`src/rtl/store_issue_queue.sv`:
```
// Committed-store issue queue: a circular FIFO between commit and the write-buffer port.
// The head entry is presented combinationally and popped by a one-cycle acknowledge.
// A per-entry valid bit feeds a 16-byte-line load hazard probe.
module store_issue_queue #(
   parameter int unsigned QDEPTH = 4,
   parameter int unsigned AMSB   = 31
) (
   input  logic          clk_i,
   input  logic          rst_i,
   // push side
   input  logic          st_v_i,
   input  logic [3:0]    st_id_i,
   input  logic [3:0]    st_rid_i,
   input  logic          st_cr_i,
   input  logic [9:0]    st_sel_i,
   input  logic [AMSB:0] st_adr_i,
   input  logic [79:0]   st_dat_i,
   output logic          st_rdy_o,
   // write-buffer port
   output logic          wr_o,
   input  logic          ack_i,
   output logic [3:0]    id_o,
   output logic [3:0]    rid_o,
   output logic [9:0]    sel_o,
   output logic [AMSB:0] adr_o,
   output logic [79:0]   dat_o,
   output logic          cr_o,
   // control and status
   input  logic          flush_i,
   input  logic [AMSB:0] ld_adr_i,
   output logic          ld_hit_o,
   output logic [4:0]    count_o,
   output logic          empty_o
);

   localparam int unsigned PW     = (QDEPTH > 1) ? $clog2(QDEPTH) : 1;
   localparam logic [4:0]  DepthC = 5'(QDEPTH);

   // Entry storage; contents are only meaningful where the valid bit is set.
   logic [3:0]    id_q  [QDEPTH];
   logic [3:0]    rid_q [QDEPTH];
   logic          cr_q  [QDEPTH];
   logic [9:0]    sel_q [QDEPTH];
   logic [AMSB:0] adr_q [QDEPTH];
   logic [79:0]   dat_q [QDEPTH];

   logic [QDEPTH-1:0] vld_q, vld_d;
   logic [PW-1:0]     head_q, head_d;
   logic [PW-1:0]     tail_q, tail_d;
   logic [4:0]        count_q, count_d;

   logic push;
   logic pop;
   logic wr_en;

   // Handshake qualifiers; readiness looks at the registered count only, so a
   // pop in the same cycle never opens room for a push into a full queue.
   always_comb begin
      st_rdy_o = (count_q < DepthC);
      push     = st_v_i & st_rdy_o;
      pop      = ack_i & (count_q != 5'd0);
      wr_en    = push & ~flush_i;
   end

   // Next-state for pointers, count and valid bits; flush beats push and pop.
   always_comb begin
      head_d  = head_q;
      tail_d  = tail_q;
      count_d = count_q;
      vld_d   = vld_q;
      if (flush_i) begin
         head_d  = '0;
         tail_d  = '0;
         count_d = 5'd0;
         vld_d   = '0;
      end else begin
         if (pop) begin
            vld_d[head_q] = 1'b0;
            head_d        = head_q + PW'(1);
         end
         if (push) begin
            vld_d[tail_q] = 1'b1;
            tail_d        = tail_q + PW'(1);
         end
         unique case ({push, pop})
            2'b10:   count_d = count_q + 5'd1;
            2'b01:   count_d = count_q - 5'd1;
            default: count_d = count_q;
         endcase
      end
   end

   // Control state register with synchronous reset.
   always_ff @(posedge clk_i) begin
      if (rst_i) begin
         head_q  <= '0;
         tail_q  <= '0;
         count_q <= 5'd0;
         vld_q   <= '0;
      end else begin
         head_q  <= head_d;
         tail_q  <= tail_d;
         count_q <= count_d;
         vld_q   <= vld_d;
      end
   end

   // Entry payload write at the tail; payload needs no reset since valid bits gate it.
   always_ff @(posedge clk_i) begin
      if (wr_en) begin
         id_q[tail_q]  <= st_id_i;
         rid_q[tail_q] <= st_rid_i;
         cr_q[tail_q]  <= st_cr_i;
         sel_q[tail_q] <= st_sel_i;
         adr_q[tail_q] <= st_adr_i;
         dat_q[tail_q] <= st_dat_i;
      end
   end

   // Head presentation; fields are don't-care while the queue is empty.
   always_comb begin
      wr_o  = (count_q != 5'd0);
      id_o  = id_q[head_q];
      rid_o = rid_q[head_q];
      cr_o  = cr_q[head_q];
      sel_o = sel_q[head_q];
      adr_o = adr_q[head_q];
      dat_o = dat_q[head_q];
   end

   // Load hazard probe at 16-byte line granularity, byte selects ignored.
   always_comb begin
      ld_hit_o = 1'b0;
      for (int unsigned i = 0; i < QDEPTH; i++) begin
         if (vld_q[i] && (adr_q[i][AMSB:4] == ld_adr_i[AMSB:4])) begin
            ld_hit_o = 1'b1;
         end
      end
   end

   // Status straight from the registered count.
   always_comb begin
      count_o = count_q;
      empty_o = (count_q == 5'd0);
   end

endmodule

```
`config.mk`:
```
export PLATFORM = sky130hd
export DESIGN_NAME = store_issue_queue
export DESIGN_NICKNAME = d
export VERILOG_FILES = /design/src/rtl/store_issue_queue.sv
export SDC_FILE = /design/constraint.sdc
export NUM_CORES = 1
export LEC_CHECK = 0
export ABC_AREA = 1
export CAP_MARGIN = 20
export CORE_MARGIN = 2
export CORE_UTILIZATION = 50
export CTS_CLUSTER_DIAMETER = 40
export DETAILED_ROUTE_END_ITERATION = 16
export GPL_ROUTABILITY_DRIVEN = 0
export HOLD_SLACK_MARGIN = 0.06
export PLACE_DENSITY_LB_ADDON = 0.2
export SYNTH_ARGS = -nofsm -noshare
export SYNTH_HDL_FRONTEND = slang
export SYNTH_SLANG_ARGS = --single-unit
```
`constraint.sdc`:
```
create_clock -name clk_i -period 9.75 [get_ports clk_i]
set_input_delay 1.4625 -clock clk_i [delete_from_list [all_inputs] [get_ports clk_i]]
set_output_delay 1.4625 -clock clk_i [all_outputs]
set_load 0.02 [all_outputs]
```
==> impl_metrics.csv, run 1 <==
group,metric,value,unit
power_and_ir_drop,p_int,4.83,mW
synth,synth_top_cell_area_share,71.1,%
floorplanning,fp-row-count,77,
placement,dpl.cell_count,2698,
cells_and_area,nNetsFinal,2365,
critical_path,cp.arrival,3980,ps
power_and_ir_drop,power_density,232,nW/µm²
cells_and_area,nFillCells,3381,
sta,tightest_slew,1030,ps
floorplanning,die_h,214,µm
power_and_ir_drop,swShare,26.1,%
sta,rsz0062_at_grt,"no",
sta,period_needed,5440,ps
critical_path,cp-end-kind,"output pin",
grt,grt_pass1_vias,15100,
grt,grt_start_max_net_pins,160,
synth,synth_cell_type_count,28,
routing,drt_iter0_markers,1295,
placement,port_buffers,303,
sta,relSlewSlack,31.0,%
floorplanning,start_util,50.4,%
grt,antenna_found_initial,8,
power_and_ir_drop,p_switching,1.70,mW
floorplanning,die-area,46000,µm²
cells_and_area,drive_gt1_share,6.68,%
clock_network,clk_latency,600,ps
critical_path,crit_type,"reg -> out",
power_and_ir_drop,p_leak,10.3,nW
status,outcome,"complete, no violations",
sta,slew_viol_final,0,
synth,synth_warnings,0,
placement,dp_hpwl,34400,µm
floorplanning,io_pins,308,
routing,totalWireLength,57400,µm
synth,syn_area_per_cell,11.8,µm²
synth,ys_ff_latch,539,
synth,synthesis.instances,1878,
cells_and_area,layout_common_cells,"edfxtp_1 (524), nand2_1 (315), nor2_1 (306)",
cells_and_area,layout_commonest_cell,"edfxtp_1",
sta,skew,32.5,ps
routing,via_per_inst,5.38,
cells_and_area,final_util,64.2,%
routing,wl_per_cell,20.2,µm
power_and_ir_drop,p_clk_share,42.5,%
synth,netlist.top_cell.by_area,"edfxtp_1",
cells_and_area,fin_cells,2840,
synth,syn_area,22100,µm²
synth,postSynthNetCount,2057,
clock_network,postCtsResizedCells,0,
cells_and_area,area.growth.synth_to_final,27.5,%
sta,finalHoldViolCount,0,
clock_network,clockBufferDepth,3,
power_and_ir_drop,power_frac_seq,41.1,%
sta,setup-violations-final,0,
sta,tns,0,ps
routing,num_vias,15300,
synth,synth-seq-area-share,72.5,%
run,max_cap_violations,0,
power_and_ir_drop,peakVddDrop,189,µV
floorplanning,core,43900,µm²
routing,drc,0,
sta,timing.fmax,0.184,GHz
worst_hold_path,hold_start,"vld_q[1]",
critical_path,cp_max_fo,77,
placement,dp_slack,4640,ps
sta,setup_ws,4310,ps
power_and_ir_drop,pwr-share-comb,16.3,%
clock_network,holdBufCountCts,0,
synth,synth.area.top_cells,"edfxtp_1 (71%), o21ai_0 (5.7%), nand2_1 (5.3%), nor2_1 (5.3%), o22ai_1 (3.2%)",
clock_network,cts_max_level,3,
clock_network,clk_pin_slew,60,ps
clock_network,root_buffer,"clkbuf_16",
critical_path,start_kind,"flip-flop",
critical_path,crit_required,8290,ps
routing,ant_nets,0,
routing,dr.pass1.iters,5,
critical_path,regToRegStartpoint,"count_o[2]",
worst_hold_path,hold_class,"reg -> reg",
grt,grt.total_usage,24.6,%
clock_network,clock_sinks,539,
floorplanning,die_w,214,µm
clock_network,cts_buffers,77,
clock_network,cts_tree,"done",
grt,grt_pass1_wl,86500,µm
clock_network,cts_setup_buffers,0,
sta,fin_crit_sh,55.8,%
grt,grt_overflow,0,
final timing paths:
kind / to / slack (ps) / cells past startpoint
worst max-delay path: adr_o[25] / 4310 / 5
worst min-delay path: vld_q[1] / 470 / 2
worst max register to register: adr_q[1][17] / 6720 / 6
worst min register to register: vld_q[1] / 470 / 2
registers in the layout (all words and copies together), names as in the netlist, named ones only:
signal   count
rid_q       16
tail_q       2
count_o      5
head_q       2
cr_q         4
sel_q       40
adr_q      128
dat_q      320
vld_q        4
id_q        16
critical path, stage by stage (launching register included):
cell             delay [ps]
dfxtp_4                 490
inv_4                   630
buf_4                   810
o21ai_0                 220
o22ai_1                 360
clkdlybuf4s50_1         680
synthesized netlist by cell type:
master    count
nand2_2       4
buf_4         9
nand2_1     315
clkbuf_2      7
inv_4         1
buf_6         5
or2_2         2
or2_0         1
clkbuf_1     36
a21oi_2       1
xor2_1        6
a21oi_1      58
nor3_4        1
ha_1         11
xnor2_1       9
o21ai_0     254
nand3_1       8
a211oi_1      2
inv_2         4
nor2_1      310
buf_1         1
o211ai_1      3
buf_2        31
dfxtp_1      15
inv_1       118
edfxtp_1    524
o22ai_1     114
o21ai_1      28
area by class of cell:
class,instances,area (µm²),share of cell area (%)
Timing Repair Buffer,318,3160,11.2
Sequential cell,539,16000,56.9
Multi-Input combinational cell,1127,5210,18.5
Clock inverter,45,598,2.12
Antenna cell,4,10.0,0.0355
Tap cell,592,741,2.63
Clock buffer,92,1980,7.03
Inverter,123,472,1.67
stage by stage:
step / cell area (µm²) / hold WS, ps / total power, mW
floorplan: 22100 / 435 / 3.30
global placement: 25600 / 463 / 3.78
detailed placement: 25600 / 461 / 3.80
CTS: 28200 / 469 / 6.58
global route: 28200 / 500 / 6.76
finish: 28200 / 466 / 6.54
power by group through the flow:
stage	logic (mW)	clock network [mW]	registers (mW)
detailed placement	1.06	0	2.73
global route	1.14	2.92	2.69
CTS	1.07	2.82	2.69
global placement	1.05	0	2.73
floorplan	0.557	0	2.74
finish	1.07	2.78	2.69
routing by layer:
layer,up-vias,track usage [%],wire [µm]
met5,-,0,67
met4,10,9.49,1740
met3,115,7.36,4860
met2,528,40.6,27800
met1,7370,30.7,22900
li1,7270,-,-
logic make-up after synthesis:
family | share of synthesized area [%]
flip-flops | 72.5
XOR/XNOR | 0.594
AND/OR/NAND/NOR | 11.1
adder cells (fa/ha/maj) | 0.622
buffers and inverters | 4.14
AO/OA/AOI/OAI | 11.1
Power figures use the tool's default switching activity.
==> run 2: changes to the inputs <==
Settings changed: CORE_UTILIZATION 50 to 49.
Clock period 9.75 ns to 4.8 ns, I/O delays scaled along.
==> impl_metrics.csv, run 2 (synthesis results as in run 1) <==
group,metric,value,unit
clock_network,cts_tree,"done",
placement,port_buffers,303,
floorplanning,core,44400,µm²
cells_and_area,layout_common_cells,"edfxtp_1 (524), nand2_1 (315), nor2_1 (306)",
sta,fin_crit_sh,85.1,%
clock_network,clk_latency,600,ps
power_and_ir_drop,power,13.0,mW
clock_network,postCtsResizedCells,0,
cells_and_area,largest_reg_flops,320,
sta,rsz0062_at_grt,"no",
floorplanning,start_util,49.8,%
critical_path,cp_slowest_cell,"dfxtp_4",
routing,drt_iter0_markers,1101,
floorplanning,die_w,217,µm
cells_and_area,regMostFlops,"dat_q",
power_and_ir_drop,power_density,462,nW/µm²
clock_network,cts_setup_buffers,0,
sta,finalHoldViolCount,0,
clock_network,root_buffer,"clkbuf_16",
grt,grt_pass1_wl,85600,µm
floorplanning,io_pins,308,
sta,period_needed,4090,ps
cells_and_area,final_util,63.4,%
grt,grt_overflow,0,
clock_network,clock_sinks,539,
clock_network,clockBufferDepth,3,
grt,grt.total_usage,24.1,%
floorplanning,die_h,217,µm
critical_path,cp.arrival,3370,ps
critical_path,crit_required,4080,ps
routing,ant_nets,0,
routing,via_per_inst,5.42,
critical_path,path_buf_inv,3,
sta,skew,21.3,ps
cells_and_area,final_area,28200,µm²
placement,place_area,25700,µm²
grt,met3_usage,7.49,%
grt,grt_pass1_vias,15200,
sta,timing.fmax,0.245,GHz
clock_network,cts_max_level,3,
floorplanning,fp-row-count,77,
power_and_ir_drop,p_leak,10.3,nW
grt,busiest_layer,"met2",
clock_network,holdBufCountCts,0,
status,outcome,"complete, no violations",
critical_path,crit_type,"reg -> out",
run,max_cap_violations,0,
routing,dr.pass1.iters,5,
critical_path,cpPeakStageDelay,780,ps
worst_hold_path,hold_class,"reg -> reg",
sta,slew_viol_final,0,
sta,setup-violations-final,0,
cells_and_area,area.growth.synth_to_final,27.3,%
cells_and_area,largestRegisters,"dat_q: 320 flops, adr_q: 128 flops, sel_q: 40 flops",
sta,tns,0,ps
routing,drc,0,
routing,totalWireLength,56800,µm
cells_and_area,layout_commonest_cell,"edfxtp_1",
critical_path,crit_chain,"inv_4 -> buf_12 -> a21oi_1 -> o21ai_0 -> o21ai_1 -> clkdlybuf4s50_1",
clock_network,cts_buffers,72,
critical_path,cp_max_fo,74,
routing,wl_per_cell,20.0,µm
sta,relSlewSlack,34.7,%
critical_path,cp-end-kind,"output pin",
cells_and_area,drive_gt1_share,6.75,%
cells_and_area,nNetsFinal,2361,
floorplanning,die-area,46900,µm²
power_and_ir_drop,peakVddDrop,411,µV
clock_network,clk_pin_slew,50,ps
routing,num_vias,15400,
sta,tightest_slew,979,ps
critical_path,crit_family,"buffers and inverters",
grt,antenna_found_initial,8,
critical_path,start_kind,"flip-flop",
grt,use_met1,30.1,%
placement,dp_hpwl,33700,µm
grt,use_met2,39.1,%
grt,grt_start_max_net_pins,212,
## run 2: changes by cell type in the layout (fill, tap and decap cells not counted), moves of 2 or more
cell       previous run  this run
clkbuf_1             15         8
buf_12                1         7
buf_4                14         9
bufinv_16            11         8
clkbuf_16            77        74
clkbuf_8              0         3
clkinv_2              5         7
clkinv_4              5         7
diode_2               4         6
## run 2: where the power goes
| part | switching [mW] | internal [mW] | total, mW |
|---|---|---|---|
| Combinational | 1.30 | 0.864 | 2.16 |
| Clock | 2.03 | 3.34 | 5.37 |
| Sequential | 0.0942 | 5.38 | 5.47 |
| Total | 3.42 | 9.58 | 13.0 |
## run 2: metrics by stage
stage,instances,hold WS (ps),worst slack (ps)
floorplan,1878,435,1310
global placement,2700,464,1200
detailed placement,2700,468,1190
CTS,2830,475,677
global route,2831,486,576
finish,2836,471,714
## run 2: final timing paths
kind | startpoint | endpoint | slack (ps) | cells after the start
setup / recovery | flip-flop | adr_o[27] | 710 | 6
hold / removal | vld_q[1] | vld_q[1] | 470 | 2
setup reg to reg | count_o[2] | count_o[4] | 2530 | 15
hold reg to reg | vld_q[1] | vld_q[1] | 470 | 2
## run 2: cell type report
| cell class | count | area (µm²) |
|---|---|---|
| Fill cell | 3328 | 16200 |
| Sequential cell | 539 | 16000 |
| Timing Repair Buffer | 319 | 3240 |
| Clock buffer | 85 | 1920 |
| Tap cell | 592 | 741 |
| Antenna cell | 6 | 15.0 |
| Multi-Input combinational cell | 1127 | 5210 |
| Inverter | 123 | 472 |
| Clock inverter | 45 | 527 |
## run 2: metal layers
| metal | wire [µm] | vias to the layer above |
|---|---|---|
| li1 | - | 7272 |
| met1 | 22800 | 7402 |
| met2 | 27100 | 571 |
| met3 | 5220 | 107 |
| met4 | 1670 | 6 |
| met5 | 44 | - |
## run 2: worst reg2reg max path, stage by stage, from the launching register on
cell,delay [ps]
dfxtp_1,370
nor3_4,260
nand2_2,100
nand2_2,130
inv_2,100
ha_1,290
xor2_1,210
ha_1,170
inv_1,40
nand2_1,90
nand3_1,110
nand2_1,80
nand2_1,50
nand2_1,50
nand2_1,60
a21oi_2,110
==> run 3: changes to the inputs <==
Settings changed: REMOVE_ABC_BUFFERS set to 1.
==> impl_metrics.csv, run 3 (synthesis results as in run 1) <==
group,metric,value,unit
status,outcome,"complete, no violations",
cells_and_area,largest_reg_flops,320,
clock_network,clk_pin_slew,50,ps
clock_network,clockBufferDepth,3,
cells_and_area,final_area,28200,µm²
placement,dp_hpwl,33600,µm
sta,period_needed,4090,ps
placement,place_area,25800,µm²
clock_network,clock_sinks,539,
critical_path,cp.arrival,3370,ps
cells_and_area,multi_input_area,5210,µm²
sta,timing.fmax,0.244,GHz
cells_and_area,fin_cells,2847,
critical_path,endpoint,"dat_o[50]",
cells_and_area,seqCellArea,16000,µm²
worst_hold_path,hold_class,"reg -> reg",
critical_path,crit_chain,"inv_8 -> buf_16 -> buf_4 -> o21ai_0 -> o22ai_1 -> clkdlybuf4s50_1",
clock_network,cts_setup_buffers,0,
power_and_ir_drop,swShare,27.0,%
grt,grt_overflow,0,
critical_path,cp-end-kind,"output pin",
routing,ant_nets,0,
floorplanning,core,44400,µm²
critical_path,cp_slowest_cell,"clkdlybuf4s50_1",
routing,wl_met3,5130,µm
floorplanning,io_pins,308,
cells_and_area,layout_common_cells,"edfxtp_1 (524), nand2_1 (315), nor2_1 (306)",
placement,dpl.cell_count,2704,
run,max_cap_violations,0,
clock_network,clk_latency,600,ps
power_and_ir_drop,power,12.9,mW
grt,grt.total_usage,23.5,%
power_and_ir_drop,p_switching,3.47,mW
critical_path,crit_family,"buffers and inverters",
cells_and_area,regMostFlops,"dat_q",
cells_and_area,largestRegisters,"dat_q: 320 flops, adr_q: 128 flops, sel_q: 40 flops",
routing,wl_per_cell,19.5,µm
clock_network,cts_max_level,3,
cells_and_area,drive_gt1_share,7.21,%
power_and_ir_drop,p_leak,10.3,nW
sta,tns,0,ps
routing,drc,0,
sta,skew,22.6,ps
routing,wl_met1,22900,µm
sta,setup-violations-final,0,
cells_and_area,nNetsFinal,2368,
grt,grt_pass1_wl,84100,µm
sta,fin_crit_sh,85.3,%
power_and_ir_drop,power_frac_seq,42.4,%
grt,antenna_found_initial,12,
clock_network,cts_tree,"done",
critical_path,r2r.worst_path.cells,6,
routing,via_per_inst,5.36,
sta,relSlewSlack,32.4,%
critical_path,cp_max_fo,131,
clock_network,holdBufCountCts,0,
power_and_ir_drop,peakVddDrop,487,µV
routing,totalWireLength,55600,µm
grt,grt_pass1_vias,15000,
routing,dr.pass1.iters,5,
grt,grt_start_max_net_pins,210,
clock_network,cts_buffers,74,
cells_and_area,layout_commonest_cell,"edfxtp_1",
critical_path,r2r_setup_slack,2480,ps
sta,slew_viol_final,0,
critical_path,start_kind,"flip-flop",
critical_path,path_buf_inv,4,
routing,wl_met2,26200,µm
placement,port_buffers,303,
clock_network,postCtsResizedCells,0,
sta,setup_ws,706,ps
placement,dp_slack,1210,ps
floorplanning,die-area,46900,µm²
critical_path,crit_required,4080,ps
power_and_ir_drop,p_int,9.40,mW
critical_path,reg2reg_to,"dat_q[2][70]",
critical_path,regToRegStartpoint,"count_o[2]",
clock_network,root_buffer,"clkbuf_16",
routing,dr.max_layer_used,"met5",
floorplanning,start_util,49.8,%
cells_and_area,nFillCells,3407,
sta,finalHoldViolCount,0,
floorplanning,die_h,217,µm
sta,tightest_slew,1010,ps
critical_path,crit_cells,6,
floorplanning,die_w,217,µm
power_and_ir_drop,p_clk_share,40.7,%
floorplanning,fp-row-count,77,
critical_path,cpPeakStageDelay,670,ps
sta,rsz0062_at_grt,"no",
critical_path,crit_type,"reg -> out",
cells_and_area,area.growth.synth_to_final,27.6,%
routing,num_vias,15300,
power_and_ir_drop,pwr-share-comb,16.9,%
power_and_ir_drop,power_density,456,nW/µm²
routing,drt_iter0_markers,1209,
==> run 3: cell count changes in the layout (fill, tap and decap cells not counted), moves of 2 or more <==
cell,change
clkinvlp_4,+8
clkbuf_1,-5
bufinv_16,-4
clkinv_1,+4
buf_12,+3
inv_6,+3
clkbuf_8,-2
clkinv_4,-2
==> run 3: layer usage <==
metal  vias to the layer above  GRT usage, %
met5                         -             0
met4                        10          8.58
met3                        94          7.37
met2                       538          37.7
met1                      7349          30.3
li1                       7281             -
==> run 3: how the worst min path moves through the flow <==
stage                     endpoint  depth (start not counted)     start  slack (ps)
after detailed placement  vld_q[3]                          2  vld_q[3]         460
after floorplan           vld_q[1]                          2  vld_q[1]         440
after CTS                 vld_q[3]                          2  vld_q[3]         460
after global routing      vld_q[1]                          2  vld_q[1]         500
final                     vld_q[3]                          2  vld_q[3]         460
after global placement    vld_q[1]                          2  vld_q[1]         450
==> run 3: worst register-to-register path, stage by stage, from the launching register on <==
cell     delay [ps]
dfxtp_1         370
nor3_4          270
nand2_2         140
inv_2           110
nand2_1         110
nor2_4          120
buf_12          550
==> run 3: final cells by class <==
type,count,area share [%]
Sequential cell,539,56.8
Antenna cell,7,0.0621
Clock inverter,56,1.81
Multi-Input combinational cell,1127,18.4
Inverter,123,1.67
Clock buffer,79,6.74
Timing Repair Buffer,324,11.8
Tap cell,592,2.62
==> run 3: per-stage QoR <==
| step | util (%) | hold slack, ps |
|---|---|---|
| final | 63.6 | 465 |
| after global routing | 63.5 | 501 |
| after CTS | 63.5 | 463 |
| after detailed placement | 58.0 | 456 |
| after global placement | 58.0 | 450 |
| after floorplan | - | 435 |
==> run 3: power by group through the flow <==
stage	registers (mW)	logic, mW	clock network, mW
floorplan	5.62	1.04	0
global placement	5.54	2.15	0
detailed placement	5.55	2.17	0
CTS	5.46	2.19	5.32
global route	5.47	2.34	5.53
finish	5.46	2.17	5.24
